[config.mk]
export PLATFORM = sky130hd
export DESIGN_NAME = vga_fb_arbiter
export DESIGN_NICKNAME = d
export VERILOG_FILES = /design/src/rtl/vga_fb_arbiter.sv
export SDC_FILE = /design/constraint.sdc
export NUM_CORES = 1
export LEC_CHECK = 0
export BUFFER_PORTS_ARGS = -buffer_cell sky130_fd_sc_hd__buf_2
export CAP_MARGIN = 20
export CORE_AREA = 3 3 132 230
export DETAILED_ROUTE_END_ITERATION = 8
export DIE_AREA = 0 0 135 233
export GPL_ROUTABILITY_DRIVEN = 0
export PLACE_DENSITY = 0.43
export RECOVER_POWER = 50
export SETUP_SLACK_MARGIN = 0.15
export SYNTH_ARGS = -nofsm -noshare
export SYNTH_HDL_FRONTEND = slang
export SYNTH_SLANG_ARGS = --single-unit
[constraint.sdc]
create_clock -name clock -period 3.65 [get_ports clock]
set_input_delay 0.73 -clock clock [delete_from_list [all_inputs] [get_ports clock]]
set_output_delay 0.73 -clock clock [all_outputs]
set_load 0.02 [all_outputs]
[src/rtl/vga_fb_arbiter.sv]
// vga_fb_arbiter: shares one single-port pixel frame-buffer RAM between VGA
// scanout (show-ahead prefetch FIFO, sequential reads) and a pixel writer.
// Ports:
//   clock, res           - clock, asynchronous active-high reset
//   frame_start          - flush prefetch and restart scanout at address 0
//   pix_pop              - display consumes the head pixel
//   pix_data, pix_valid  - FIFO head pixel and non-empty flag
//   underflow            - sticky, pop while empty (cleared by frame_start)
//   wr_valid/addr/data   - writer request; wr_ready accepts it this cycle
//   mem_en/we/addr/wdata - registered RAM command port
//   mem_rdata            - RAM read data, one cycle after the sampling edge
module vga_fb_arbiter #(
  parameter int unsigned ADDR_W     = 17,
  parameter int unsigned DATA_W     = 12,
  parameter int unsigned FB_PIXELS  = 76800,
  parameter int unsigned FIFO_DEPTH = 8,
  parameter int unsigned LOW_WATER  = 4
) (
  input  logic              clock,
  input  logic              res,
  input  logic              frame_start,
  input  logic              pix_pop,
  output logic [DATA_W-1:0] pix_data,
  output logic              pix_valid,
  output logic              underflow,
  input  logic              wr_valid,
  input  logic [ADDR_W-1:0] wr_addr,
  input  logic [DATA_W-1:0] wr_data,
  output logic              wr_ready,
  output logic              mem_en,
  output logic              mem_we,
  output logic [ADDR_W-1:0] mem_addr,
  output logic [DATA_W-1:0] mem_wdata,
  input  logic [DATA_W-1:0] mem_rdata
);

  localparam int unsigned PTR_W = (FIFO_DEPTH > 1) ? $clog2(FIFO_DEPTH) : 1;
  localparam int unsigned CNT_W = $clog2(FIFO_DEPTH + 1);
  localparam int unsigned LVL_W = CNT_W + 1;

  typedef enum logic {
    ST_REFILL = 1'b0,
    ST_SERVE  = 1'b1
  } state_t;

  state_t state;
  state_t state_next;

  logic [DATA_W-1:0] fifo_mem [FIFO_DEPTH];
  logic [PTR_W-1:0]  wr_ptr;
  logic [PTR_W-1:0]  rd_ptr;
  logic [PTR_W-1:0]  rd_ptr_next;
  logic [CNT_W-1:0]  count;
  logic [CNT_W-1:0]  count_next;
  logic [DATA_W-1:0] pix_data_next;
  logic [ADDR_W-1:0] rd_addr;
  logic              pipe_v1;
  logic              pipe_v2;
  logic [LVL_W-1:0]  level;
  logic              rd_issue;
  logic              wr_fire;
  logic              push;
  logic              pop_ok;
  logic              remain_zero;

  // Occupancy including reads still in flight; bounds issue so the FIFO never overflows.
  assign level  = LVL_W'(count) + LVL_W'(pipe_v1) + LVL_W'(pipe_v2);
  assign push   = pipe_v2 && !frame_start;
  assign pop_ok = pix_pop && (count != '0) && !frame_start;
  assign wr_fire = wr_valid && wr_ready;

  // State register
  always_ff @(posedge clock or posedge res) begin
    if (res) begin
      state <= ST_REFILL;
    end else begin
      state <= state_next;
    end
  end

  // Next-state logic; frame_start always forces a refill
  always_comb begin
    state_next = state;
    if (frame_start) begin
      state_next = ST_REFILL;
    end else begin
      case (state)
        ST_REFILL: if (level >= LVL_W'(FIFO_DEPTH)) state_next = ST_SERVE;
        ST_SERVE:  if (level <= LVL_W'(LOW_WATER))  state_next = ST_REFILL;
        default:   state_next = ST_REFILL;
      endcase
    end
  end

  // Slot allocation: reads while refilling, writer handshake while serving
  always_comb begin
    rd_issue = 1'b0;
    wr_ready = 1'b0;
    case (state)
      ST_REFILL: rd_issue = !frame_start && (level < LVL_W'(FIFO_DEPTH));
      ST_SERVE:  wr_ready = !frame_start;
      default:   ;
    endcase
  end

  // RAM command port; address and data hold on idle cycles
  always_ff @(posedge clock or posedge res) begin
    if (res) begin
      mem_en    <= 1'b0;
      mem_we    <= 1'b0;
      mem_addr  <= '0;
      mem_wdata <= '0;
    end else begin
      mem_en <= rd_issue || wr_fire;
      mem_we <= wr_fire;
      if (rd_issue) begin
        mem_addr <= rd_addr;
      end else if (wr_fire) begin
        mem_addr  <= wr_addr;
        mem_wdata <= wr_data;
      end
    end
  end

  // Scan address and read-return tracking; frame_start drops in-flight reads
  always_ff @(posedge clock or posedge res) begin
    if (res) begin
      rd_addr <= '0;
      pipe_v1 <= 1'b0;
      pipe_v2 <= 1'b0;
    end else if (frame_start) begin
      rd_addr <= '0;
      pipe_v1 <= 1'b0;
      pipe_v2 <= 1'b0;
    end else begin
      pipe_v1 <= rd_issue;
      pipe_v2 <= pipe_v1;
      if (rd_issue) begin
        rd_addr <= (rd_addr == ADDR_W'(FB_PIXELS - 1)) ? '0 : rd_addr + ADDR_W'(1);
      end
    end
  end

  // Next FIFO occupancy and registered show-ahead head
  always_comb begin
    remain_zero   = (count == CNT_W'(pop_ok));
    count_next    = count + CNT_W'(push) - CNT_W'(pop_ok);
    rd_ptr_next   = rd_ptr + PTR_W'(pop_ok);
    pix_data_next = pix_data;
    if (frame_start) begin
      count_next  = '0;
      rd_ptr_next = '0;
    end else if (count_next != '0) begin
      // A push into a FIFO that is (or becomes) empty bypasses the storage array.
      pix_data_next = (push && remain_zero) ? mem_rdata : fifo_mem[rd_ptr_next];
    end
  end

  // FIFO storage
  always_ff @(posedge clock) begin
    if (push) begin
      fifo_mem[wr_ptr] <= mem_rdata;
    end
  end

  // FIFO pointers, head register and status flags
  always_ff @(posedge clock or posedge res) begin
    if (res) begin
      wr_ptr    <= '0;
      rd_ptr    <= '0;
      count     <= '0;
      pix_data  <= '0;
      pix_valid <= 1'b0;
      underflow <= 1'b0;
    end else begin
      wr_ptr    <= frame_start ? '0 : wr_ptr + PTR_W'(push);
      rd_ptr    <= rd_ptr_next;
      count     <= count_next;
      pix_data  <= pix_data_next;
      pix_valid <= (count_next != '0);
      if (frame_start) begin
        underflow <= 1'b0;
      end else if (pix_pop && (count == '0)) begin
        underflow <= 1'b1;
      end
    end
  end

endmodule

Word level (Yosys, flattened, before mapping)
Memories as Yosys holds them, arrays and structs flattened.
Cells that the tools add are included.
{ "totals": {"reg_bits": 75, "mem_bits_rw": 96, "in_bits": 46, "out_inout_bits": 46, "elab_cells": 69, "memories": 1} }
{ "op_classes": {"addsub": 7, "magnitude_cmp": 3, "eq_ne": 2, "mux": 21, "bitwise": 3, "reduce_logical": 18} }
{ "memory_table": {"columns": ["memory", "depth", "width", "rd", "rd_ports_with_merged_regs", "write_ports", "line_no", "text"], "rows": [
  ["fifo_mem", 8, 12, 1, 0, 1, "49", "logic [DATA_W-1:0] fifo_mem [FIFO_DEPTH];"]
]} }
{ "op_table": {"columns": ["op", "count"], "rows": [
  ["two-way mux 17 bit", 5],
  ["adder 17 x 1 -> 17 bit (second input constant)", 1],
  ["equality test 17 bit (second input constant)", 1],
  ["two-way mux 12 bit", 1],
  ["nonzero test 4 bit", 3],
  ["two-way mux 1 bit", 11],
  ["logical AND 1 bit", 7],
  ["adder 3 x 1 -> 3 bit", 2],
  ["two-way mux 3 bit", 2],
  ["nonzero test 2 bit", 3],
  ["adder 4 x 1 -> 5 bit", 1],
  ["adder 5 x 1 -> 5 bit", 1],
  ["greater-or-equal comparator 5 x 4 -> 1 bit (second input constant)", 1],
  ["less-or-equal comparator 5 x 3 -> 1 bit (second input constant)", 1],
  ["< comparator 5 x 4 -> 1 bit (second input constant)", 1],
  ["adder 4 x 1 -> 4 bit", 1],
  ["equality test 4 x 1 -> 1 bit", 1],
  ["logical NOT 4 bit", 1],
  ["two-way mux 4 bit", 1],
  ["AND reduction 2 bit", 2],
  ["subtractor 4 x 1 -> 4 bit", 1],
  ["NOT 1 bit", 3],
  ["case mux 1 bit (2 select lines)", 1],
  ["logical NOT 1 bit", 1],
  ["logical OR 1 bit", 1]
]} }

Longest topological paths before layout
Gate-level depths: netlist (run 1).
{ "depth": {"depth_word": 7, "ltp_mapped": 14} }

Worst setup path after synthesis (run 1)
No wires, ideal clock.
{ "synth_path": {"path_kind": "input to register", "startpoint": "in frame_start", "endpoint": "reg pix_data[1]", "setup_time_ns": 0.069, "t_arrival_ns": 3.185, "required_time_ns": 3.581, "path_slack_ns": 0.396, "path_stages": 11, "n_path_buf": 3, "cell_sequence": "clkbuf_1 buf_1 nor2_1 ha_1 fa_1 nor2_1 a41oi_1 and3b_1 clkbuf_1 a22oi_1 nand3_1"} }
{ "synth_via": {"elab_chain_cells": 6, "elab_cells_between_ends": 13, "cone_classes": "3 x add/sub; 1 x eq/ne; 1 x mux; 1 x bitwise; 6 x reduce/logical; 1 x memory"} }
{ "synth_rtl": {"columns": ["element", "line_no", "text"], "rows": [
  ["start, declared", "21", "input logic frame_start,"],
  ["logical NOT 1 bit", "68, 69", null],
  ["logical AND 1 bit", "68", "assign push = pipe_v2 && !frame_start;"],
  ["adder 4 x 1 -> 4 bit", "147", "count_next = count + CNT_W'(push) - CNT_W'(pop_ok);"],
  ["subtractor 4 x 1 -> 4 bit", "147", null],
  ["nonzero test 4 bit", "153", "end else if (count_next != '0) begin"],
  ["AND reduction 2 bit (no line)", null, null],
  ["end signal, assigned", "179", "pix_data <= pix_data_next;"],
  ["end, declared", "23", "output logic [DATA_W-1:0] pix_data,"]
]} }
Several ways; a longest one is shown, not always the timed one.
A chain may end at the register's enable or synchronous reset.

Worst setup path in the final report (run 1)
{ "layout_path": {"startpoint": "in frame_start", "endpoint": "reg pix_data[0]"} }
Same word-level chain as after synthesis.

==> run summary, run 1 <==
Post-synth EDFFs = 96
vias in the first global route = 4741
Tot Pwr = 5780 uW
First-pass DRT Iterations = 4
Slew Limit Fails = 79
Sum Neg Setup Slack = 0 ps
ys async rst share = 43.9%
failing checks = capacitance limit, slew limit
row cnt = 82
initial antenna violation count = 0
Tot GR Track Use = 11.8%
Final Hold Fails = 0
GRT Residual Overflow = 0
Die Area = 0.0315 mm2
Longest Clk Path Bufs = 2
Worst Path Arrival = 3580 ps
drt drc = 0
Layout Cells excl Fill = 981
RSZ-0062 raised after global routing = no
clock-pin slew on the worst setup and hold paths = 70 ps
Die Wd = 135 um
Setup CP Type = input pin to register
vias per cell = 4.49
Final setup viols = 0
die height = 233 um
Worst Max-Slew Pin Slew = 2330 ps
Synthesis Warnings = 0
synthesized area = 0.00713 mm2
Initial Util = 24.9%
VDD IR-drop max = 306 uV
top cell type's share of synthesized area = 40.4%
Clock Skew = 10.2 ps
Syn Inst Count = 482
P_leak = 0.00338 uW
syn_nets = 541
FILL cells = 2894
clock sink total = 171
Inserted Clock Buffers = 17
First DRT Iteration DRCs = 259
largest net degree at the start of global routing = 54
pwr/cell area = 663 mW/mm2
post-route ant nets = 0
H-Tree Depth = 4
Mean Syn Cell Area = 14.8 um2
Post-CTS Setup Inserts = 0
Reg2Reg Depth = 14
CTS tree = built
dpl hpwl = 12.1 mm
Period Utilization, post-route = 89.6%
area grow syn2layout = 22.2%
Worst Hold Class = input pin to async pin
Clock Tree Root = clkbuf_16
CP startpoint kind = input pin
min Tclk post-route = 3270 ps
Placed Cells incl. Taps = 948
outcome = finished, violations left
Yosys top cell by area = edfxtp_1
fmax = 306 MHz
#FFs+latches synth = 171
CP endpoint kind = register
max-cap viol count = 2
vias = 4408
DRT Wirelength = 17.7 mm
layout cells sized above 1 = 25.0%
drt wl/cell = 18.0 um
Nets = 649
Critical Path RT = 3970 ps
Max-slew headroom = -55.5%
# port buffers = 91
ANT cells = 0
core footprint = 0.0286 mm2
sequential area share after synthesis = 66.7%
post-synth cell types = 47
first-pass GRT wire length = 27.5 mm
worst skew pair latency = 440 ps
I/O Pins = 92
CP Max Fanout = 21
top_reg_cell synth = edfxtp_1
largest cells by area after synthesis = edfxtp_1 40%, dfrtp_1 26%, mux4_2 5.7%
==> critical path, cell delays in order <==
cell      delay (ps)
clkbuf_1         160
clkbuf_1         800
nor2_1           120
ha_1             250
fa_1             460
nor2_1           160
a41oi_2          190
nor3b_1          210
buf_4            210
a22oi_1          190
nand3_1           90
==> sequential cells by signal, summed over array words and instances, names as in the netlist, 3 cells and up <==
| register | count |
|---|---|
| count | 4 |
| fifo_mem | 96 |
| mem_addr | 17 |
| mem_wdata | 12 |
| pix_data | 12 |
| rd_addr | 17 |
| rd_ptr | 3 |
| wr_ptr | 3 |
==> routing by layer <==
metal	up-vias	routed length, um	global-route usage, %
met5	-	0	0
met4	0	248	3.85
met3	17	687	3.33
met2	96	9960	22.4
met1	2273	6770	12.4
li1	2022	-	-
==> layout by cell type, fill, tap and decap left out, types with 4 or more instances in the layout <==
cell type	count
a21oi_1	5
a22oi_1	28
and2_1	4
buf_2	62
buf_4	14
clkbuf_1	34
clkbuf_16	17
dfrtp_1	75
edfxtp_1	96
ha_1	11
inv_1	7
inv_6	4
mux2_2	12
mux4_1	6
mux4_2	18
nand2_1	48
nand2b_1	16
nand3_1	30
nand4_1	6
nor2_1	22
nor2_2	4
nor2b_1	9
nor3_1	5
o21ai_0	9
xnor2_1	7
xor2_1	8
==> path summary, 6_finish.rpt <==
check | from | to | slack (ps)
worst max register to register | count[2]$_DFF_PP0_ | pix_data[0]$_DFFE_PP0P_ | 400
worst min-delay path | res | mem_wdata[4]$_DFFE_PP0P_ | 220
max in group asynchronous | res | pix_data[0]$_DFFE_PP0P_ | 680
worst max-delay path | frame_start | pix_data[0]$_DFFE_PP0P_ | 380
min in group clock | mem_addr[7]$_DFFE_PP0P_ | mem_addr[7]$_DFFE_PP0P_ | 480
worst min register to register | mem_addr[7]$_DFFE_PP0P_ | mem_addr[7]$_DFFE_PP0P_ | 480
==> stage by stage <==
step	area [um2]	hold WS [ps]	setup WS (ps)	util (%)
6_report	8710	218	381	30.4
5_1_grt	8710	218	116	30.4
4_1_cts	8740	477	223	30.5
3_5_place_dp	8170	457	251	28.5
3_3_place_gp	8170	461	366	28.5
2_1_floorplan	7130	460	396	-
==> where the power goes <==
group | internal [uW] | total [uW] | switching (uW)
Combinational | 664 | 1550 | 888
Sequential | 2270 | 2420 | 146
Clock | 1020 | 1810 | 790
Total | 3950 | 5780 | 1820
==> cell usage after synthesis (2+ instances only) <==
master and number:
a21oi_1 5, a22oi_1 28, and2_1 4, and3_1 2, and4_1 3, buf_1 3, buf_2 2, buf_6 2
clkbuf_1 16, dfrtp_1 75, edfxtp_1 96, fa_1 2, ha_1 11, inv_1 8, mux2_2 12, mux4_1 6
mux4_2 18, nand2_1 48, nand2b_1 16, nand3_1 30, nand4_1 6, nor2_1 26, nor2b_1 9, nor3_1 5
nor3b_1 2, nor3b_4 2, o21ai_0 9, o31ai_1 2, o41ai_1 2, xnor2_1 8, xor2_1 8
==> what timing repair did <==
| item | in CTS | in global routing |
|---|---|---|
| setup endpoints to repair | 0 | 12 |
| resized for setup | 0 | 3 |
| hold buffers | 0 | 0 |
==> kinds of logic after synthesis <==
kind of cell             share of synthesized area, %
AO/OA/AOI/OAI                                    5.40
flip-flops                                       66.7
AND/OR/NAND/NOR                                  11.4
multiplexers                                     9.93
XOR/XNOR                                         2.19
adder cells (fa/ha/maj)                          2.49
buffers and inverters                            1.88
==> layout make-up <==
class,count,area [um2],share of cell area [%]
clock inverters,12,138,1.58
multi-input cells,280,2280,26.2
well taps,378,473,5.43
inverters,8,31.3,0.359
flip-flops and latches,171,4760,54.6
repair buffers,112,592,6.79
clock buffers,20,437,5.01
Power figures use the tool's default switching activity.
==> inputs of run 2 (changes only) <==
Settings changed: ABC_AREA from default to 1, CORE_AREA 3 3 132 230 to 3 3 141 246, DIE_AREA 0 0 135 233 to 0 0 144 249, PLACE_DENSITY 0.43 to 0.42.
==> run 2 against run 1 <==
The run still ends with capacitance limit, slew limit left. Global-route usage rose by 1.3 points. Critical path depth up 2. Worst hold slack better by 260 ps. Final cell count rose by 35%. Sequential share of layout area fell by 5.4 points. Synthesized area rose by 14%. Clock skew up 2.5 ps. Sequential power is essentially flat. Cell area up 11%. Clock power rose by 9%. Routed wire length rose by 26%. Worst setup slack better by 280 ps. Critical path type unchanged.
==> run summary, run 2 <==
largest net degree at the start of global routing = 50 (-7.4%)
Setup CP Type = input pin to register
Yosys top cell by area = edfxtp_1
synthesized area = 0.00816 mm2 (+14%)
Nets = 964 (+49%)
Die Wd = 144 um (+6.7%)
failing checks = capacitance limit, slew limit
most frequent cell after synthesis = inv_1
CP endpoint kind = register
vias = 5825 (+32%)
# port buffers = 91 (unchanged)
Period Utilization, post-route = 81.9% (-7.7 points)
Top reg by flops = fifo_mem
Sum Neg Setup Slack = 0 ps (unchanged)
vias in the first global route = 6141 (+30%)
post-route ant nets = 0 (unchanged)
Max-slew headroom = -36.6% (+19 points)
First DRT Iteration DRCs = 264 (+1.9%)
sequential area share after synthesis = 58.3% (-8.4 points)
max-cap viol count = 1 (-1)
CP Max Fanout = 25 (+19%)
multi-input combinational cell area = 0.00265 mm2 (+16%)
ys async rst share = 43.9% (unchanged)
FF+latch area = 0.00476 mm2 (unchanged)
Finished Core Util = 29.4% (-1.1 points)
Critical Path RT = 3980 ps (about the same)
Comb power frac = 30.0% (+3.1 points)
Clock Tree Root = clkbuf_16
Worst Max-Slew Pin Slew = 2040 ps (-295 ps)
Synthesis Warnings = 0 (unchanged)
drt drc = 0 (unchanged)
vias per cell = 4.40 (-2.0%)
clock sink total = 171 (unchanged)
fmax = 335 MHz (+9.4%)
P_leak = 0.00430 uW (+27%)
Post-CTS Setup Inserts = 0 (unchanged)
clock network fraction of total power = 31.4% (about the same)
pwr/cell area = 649 mW/mm2 (-2.2%)
#FFs+latches synth = 171 (unchanged)
top_reg_cell synth = edfxtp_1
die height = 249 um (+6.9%)
Final Hold Fails = 0 (unchanged)
most frequent cells in the layout = 136 x inv_1, 128 x nand2_1, 124 x nand3_1
I/O Pins = 92 (unchanged)
CP most frequent cell = nand2_1
Post-CTS Hold Buffers = 0 (unchanged)
largest cells by area after synthesis = edfxtp_1 35%, dfrtp_1 23%, nand3_1 7.6%
drt wl/cell = 16.8 um (-6.4%)
worst skew pair latency = 450 ps (about the same)
Worst path max stage delay = 680 ps (-120 ps)
Net Sw Power = 2210 uW (+21%)
Final setup viols = 0 (unchanged)
post-CTS resize count = 0 (unchanged)
Tot Pwr = 6270 uW (+8.6%)
DRT Wirelength = 22.3 mm (+26%)
commonest non-fill, non-tap cell in the layout = inv_1
max FFs per register = 96 (unchanged)
core footprint = 0.0329 mm2 (+15%)
Slew Limit Fails = 42 (-47%)
Post-synth EDFFs = 96 (unchanged)
GRT Residual Overflow = 0 (unchanged)
Initial Util = 24.8% (-0.11 points)
CP max stage cell = clkbuf_1
min Tclk post-route = 2990 ps (-281 ps)
Mean Syn Cell Area = 10.1 um2 (-32%)
Tot GR Track Use = 13.1% (+1.3 points)
outcome = finished, violations left
ANT cells = 0 (unchanged)
crit path cell chain = clkbuf_1 > nor2_8 > nand3_1 > nand2_1 > ha_1 > fa_1 > inv_1 > nor2_1 > nor3_1 > nand2_1 > buf_4 > o21a_1 > a21oi_2
cell internal pwr = 4060 uW (+2.9%)
syn_nets = 870 (+61%)
FILL cells = 3487 (+20%)
top cell type's share of synthesized area = 35.3% (-5.1 points)
post-synth cell types = 36 (-23%)
Die Area = 0.0359 mm2 (+14%)
area grow syn2layout = 18.5%
Worst Path Arrival = 3320 ps (-260 ps)
CTS tree = built
clock-pin slew on the worst setup and hold paths = 70 ps (about the same)
Reg power frac = 38.6% (-3.2 points)
dpl hpwl = 15.2 mm (+26%)
CP startpoint kind = input pin
RSZ-0062 raised after global routing = no
Inserted Clock Buffers = 17 (unchanged)
Clock Skew = 12.8 ps (+2.53 ps)
row cnt = 88 (+7.3%)
most frequent cells after synthesis = 137 x inv_1, 128 x nand2_1, 124 x nand3_1
H-Tree Depth = 4 (unchanged)
largest registers = fifo_mem (96), mem_addr (17), rd_addr (17)
Longest Clk Path Bufs = 2 (unchanged)
switch share = 35.2% (+3.6 points)
Hold WS = 477 ps (+260 ps)
layout cells sized above 1 = 20.5% (-4.6 points)
Worst Hold Class = register to register
initial antenna violation count = 0 (unchanged)
VDD IR-drop max = 348 uV (+14%)
first-pass GRT wire length = 35.5 mm (+29%)
Syn Inst Count = 811 (+68%)
First-pass DRT Iterations = 4 (unchanged)
## run 2: cell count changes after synthesis, sizes merged, moves of 13 or more
| cell | before | now |
|---|---|---|
| a22oi | 28 | 0 |
| buf | 7 | 24 |
| inv | 8 | 141 |
| mux4 | 24 | 0 |
| nand2 | 48 | 142 |
| nor2 | 26 | 51 |
| nand3 | 30 | 153 |
| a21oi | 5 | 20 |
| o211ai | 1 | 14 |
| nand2b | 16 | 0 |
## run 2: worst paths after layout
kind	endpoint	start	cells after the start	slack, ps
worst min-delay path	mem_wdata[9]$_DFFE_PP0P_	mem_wdata[9]$_DFFE_PP0P_	2	480
min in group asynchronous	pix_data[3]$_DFFE_PP0P_	res	2	790
worst max register to register	pix_data[11]$_DFFE_PP0P_	count[2]$_DFF_PP0_	14	850
worst min register to register	mem_wdata[9]$_DFFE_PP0P_	mem_wdata[9]$_DFFE_PP0P_	2	480
worst max-delay path	pix_data[2]$_DFFE_PP0P_	frame_start	13	660
max in group asynchronous	mem_wdata[7]$_DFFE_PP0P_	res	3	1060
## run 2: power groups by stage
| stage | Combinational [uW] | Clock, uW | Sequential [uW] |
|---|---|---|---|
| 3_5_place_dp | 1930 | 0 | 2470 |
| 2_1_floorplan | 1200 | 0 | 2640 |
| 6_report | 1880 | 1970 | 2420 |
| 5_1_grt | 2110 | 2120 | 2450 |
| 4_1_cts | 1940 | 2040 | 2430 |
| 3_3_place_gp | 1910 | 0 | 2470 |
## run 2: area by class of cell
type,count,area share (%)
sequential,171,49.2
multi-input combinational,460,27.4
timing repair buffer,113,6.03
inverter,142,5.52
tap,405,5.24
clock buffer,18,4.66
clock inverter,14,1.89
## run 2: layer usage
metal | global-route usage (%) | vias to the layer above | part of all wire, %
met4 | 4.60 | 0 | 2.3
met1 | 14.6 | 2857 | 39
met5 | 0 | - | 0
li1 | - | 2859 | -
met2 | 24.4 | 85 | 56
met3 | 2.48 | 24 | 2.6
## run 2: kinds of logic after synthesis
kind of cell	Yosys count	share of synthesized area, %
flops	171	58.3
simple gates	371	23.7
buf+inv	180	9.20
fa+ha+maj	13	2.18
xor+xnor	13	1.39
compound gates	63	5.26
## run 2: worst max-delay path, delay by kind of cell
family	cells	cell delay (ps)
compound gates	2	240
buf+inv	3	1020
simple gates	6	630
fa+ha+maj	2	690
## run 2: stage by stage
step	cells	cell area, um2	worst slack (ps)
after global placement	1290	9070	593
after detailed placement	1290	9070	560
after CTS	1322	9700	847
after global routing	1323	9670	407
after floorplan	811	8160	959
final	1323	9670	662
==> inputs of run 3 (changes only) <==
Clock period 3.65 ns to 2.86 ns, I/O delays scaled along.
==> run 3 against run 2 <==
The flow now finishes without violations. Sequential share of layout area decreased by 0.93 points. First-iteration DRC count decreased by 13%. Critical path type is now register to register. Register-to-register slack got worse by 560 ps. Largest power group unchanged. Sequential cell count unchanged. Die area unchanged. Clock power increased by 29%. Worst hold slack got worse by 150 ps.
==> run summary, run 3 (synthesized netlist as in run 2, its figures left out) <==
Layout Cells excl Fill = 1333 (+0.76%)
largest net degree at the start of global routing = 55 (+10%)
min Tclk post-route = 2570 ps
Longest Clk Path Bufs = 2 (unchanged)
Worst Hold Class = input pin to register
Final setup viols = 0 (unchanged)
most used routing layer = met2
Clock Skew = 16.0 ps (+3.26 ps)
Final Hold Fails = 0 (unchanged)
Nets = 973 (+0.93%)
met2 Use GR = 24.4% (+0.067 points)
largest registers = fifo_mem (96), mem_addr (17), rd_addr (17)
pre-CTS setup slack = 102 ps (-458 ps)
vias = 5818 (-0.12%)
first-pass GRT wire length = 35.8 mm (+0.88%)
Setup CP Type = register to register
Tot Pwr = 8380 uW (+34%)
Initial Util = 24.8% (unchanged)
drt wl/cell = 17.2 um (+1.9%)
dpl hpwl = 15.4 mm (+1.2%)
First DRT Iteration DRCs = 230 (-13%)
pwr/cell area = 850 mW/mm2 (+31%)
CP endpoint kind = register
Critical Path RT = 3230 ps (-750 ps)
layout cells sized above 1 = 22.1% (+1.6 points)
Worst Max-Slew Pin Slew = 1190 ps (-852 ps)
M1 GR Usage = 14.5% (-0.091 points)
Top reg by flops = fifo_mem
die height = 249 um (unchanged)
most frequent cells in the layout = 136 x inv_1, 127 x nand2_1, 123 x nand3_1
CP Max Fanout = 13 (-48%)
clock sink total = 171 (unchanged)
RSZ-0062 raised after global routing = no
CP startpoint kind = register
Worst Path Arrival = 2940 ps (-380 ps)
clock-pin slew on the worst setup and hold paths = 70 ps (about the same)
H-Tree Depth = 4 (unchanged)
Post-CTS Hold Buffers = 0 (unchanged)
GR Util met3 = 2.57% (+0.096 points)
I/O Pins = 92 (unchanged)
# port buffers = 91 (unchanged)
vias per cell = 4.36 (-0.87%)
outcome = finished, final reports clean
VDD IR-drop max = 429 uV (+23%)
area grow syn2layout = 20.7%
GRT Residual Overflow = 0 (unchanged)
Clock Tree Root = clkbuf_16
Inserted Clock Buffers = 17 (unchanged)
row cnt = 88 (unchanged)
First-pass DRT Iterations = 4 (unchanged)
Slew Limit Fails = 0 (-100%)
max-cap viol count = 0 (-1)
post-route ant nets = 0 (unchanged)
core footprint = 0.0329 mm2 (unchanged)
initial antenna violation count = 1 (+1)
Placed Cells incl. Taps = 1298 (+0.62%)
setup ws final = 288 ps (-374 ps)
Die Wd = 144 um (unchanged)
Die Area = 0.0359 mm2 (unchanged)
CTS tree = built
drt drc = 0 (unchanged)
worst skew pair latency = 450 ps (about the same)
vias in the first global route = 6172 (+0.50%)
Tot GR Track Use = 13.3% (+0.16 points)
Sum Neg Setup Slack = 0 ps (unchanged)
max FFs per register = 96 (unchanged)
DRT Wirelength = 22.9 mm (+2.6%)
P_leak = 0.00438 uW (+2.0%)
commonest non-fill, non-tap cell in the layout = inv_1
fmax = 389 MHz
Period Utilization, post-route = 89.9%
Max-slew headroom = 20.5% (+57 points)
-- run 3: changes by cell type in the layout (fill, tap and decap cells not counted), moves of 2 or more --
cell      delta
nor2_1       -2
clkbuf_8     +2
clkbuf_1     -2
buf_12       +3
inv_6        -4
nor2_2       +2
buf_4        +5
buf_2        +2
-- run 3: final cells by class --
class | count | area [um2]
Antenna cell | 1 | 2.50
Clock buffer | 19 | 453
Clock inverter | 13 | 189
Fill cell | 3440 | 23100
Inverter | 142 | 534
Multi-Input combinational cell | 460 | 2700
Sequential cell | 171 | 4760
Tap cell | 405 | 507
Timing Repair Buffer | 122 | 708
-- run 3: what timing repair did --
item | in CTS | in global routing
gates cloned | 0 | 1
resized for setup | 1 | 9
endpoints found under the setup margin | 12 | 13
buffers inserted | 0 | 1
pin swaps | 0 | 0
-- run 3: final timing paths --
path                                          start                       end  slack (ps)  cells after the start
hold / removal                           wr_data[9]  mem_wdata[9]$_DFFE_PP0P_         330                      3
setup / recovery                 count[2]$_DFF_PP0_  pix_data[11]$_DFFE_PP0P_         290                     15
setup reg to reg                 count[2]$_DFF_PP0_  pix_data[11]$_DFFE_PP0P_         290                     15
hold reg to reg            mem_wdata[9]$_DFFE_PP0P_  mem_wdata[9]$_DFFE_PP0P_         470                      2
min in group asynchronous                       res   pix_data[5]$_DFFE_PP0P_         360                      2
max in group asynchronous                       res    rd_addr[5]$_DFFE_PP0P_        1660                      3
-- run 3: through the flow --
| stage | util (%) | cell area [um2] | hold slack (ps) |
|---|---|---|---|
| finish | 29.9 | 9860 | 329 |
| global placement | 27.8 | 9170 | 461 |
| floorplan | - | 8160 | 491 |
| detailed placement | 27.8 | 9170 | 460 |
| global route | 29.9 | 9860 | 312 |
| CTS | 29.8 | 9810 | 112 |
-- run 3: power by group --
group / internal [uW] / switching (uW) / leakage (uW)
Clock: 1520 / 1040 / 0.000305
Sequential: 2900 / 180 / 0.00184
Combinational: 1030 / 1700 / 0.00223
Total: 5450 / 2920 / 0.00438
-- run 3: worst max-delay path: stages, from the launching register on --
cell	delay, ps
dfrtp_1	400
inv_1	110
ha_4	190
nand2_4	110
nand2_4	70
nand2_1	60
nand2_1	50
ha_1	200
fa_1	410
xnor2_2	150
nor2_2	60
nor3_2	140
nand2_2	130
buf_12	170
o21a_1	100
a21oi_1	130
-- run 3: layer usage --
metal / routed length [um] / vias to the layer above / part of all wire (%)
met5: 0 / - / 0
met4: 700 / 0 / 3.1
met3: 664 / 34 / 2.9
met2: 12700 / 101 / 56
met1: 8800 / 2815 / 38
li1: - / 2868 / -
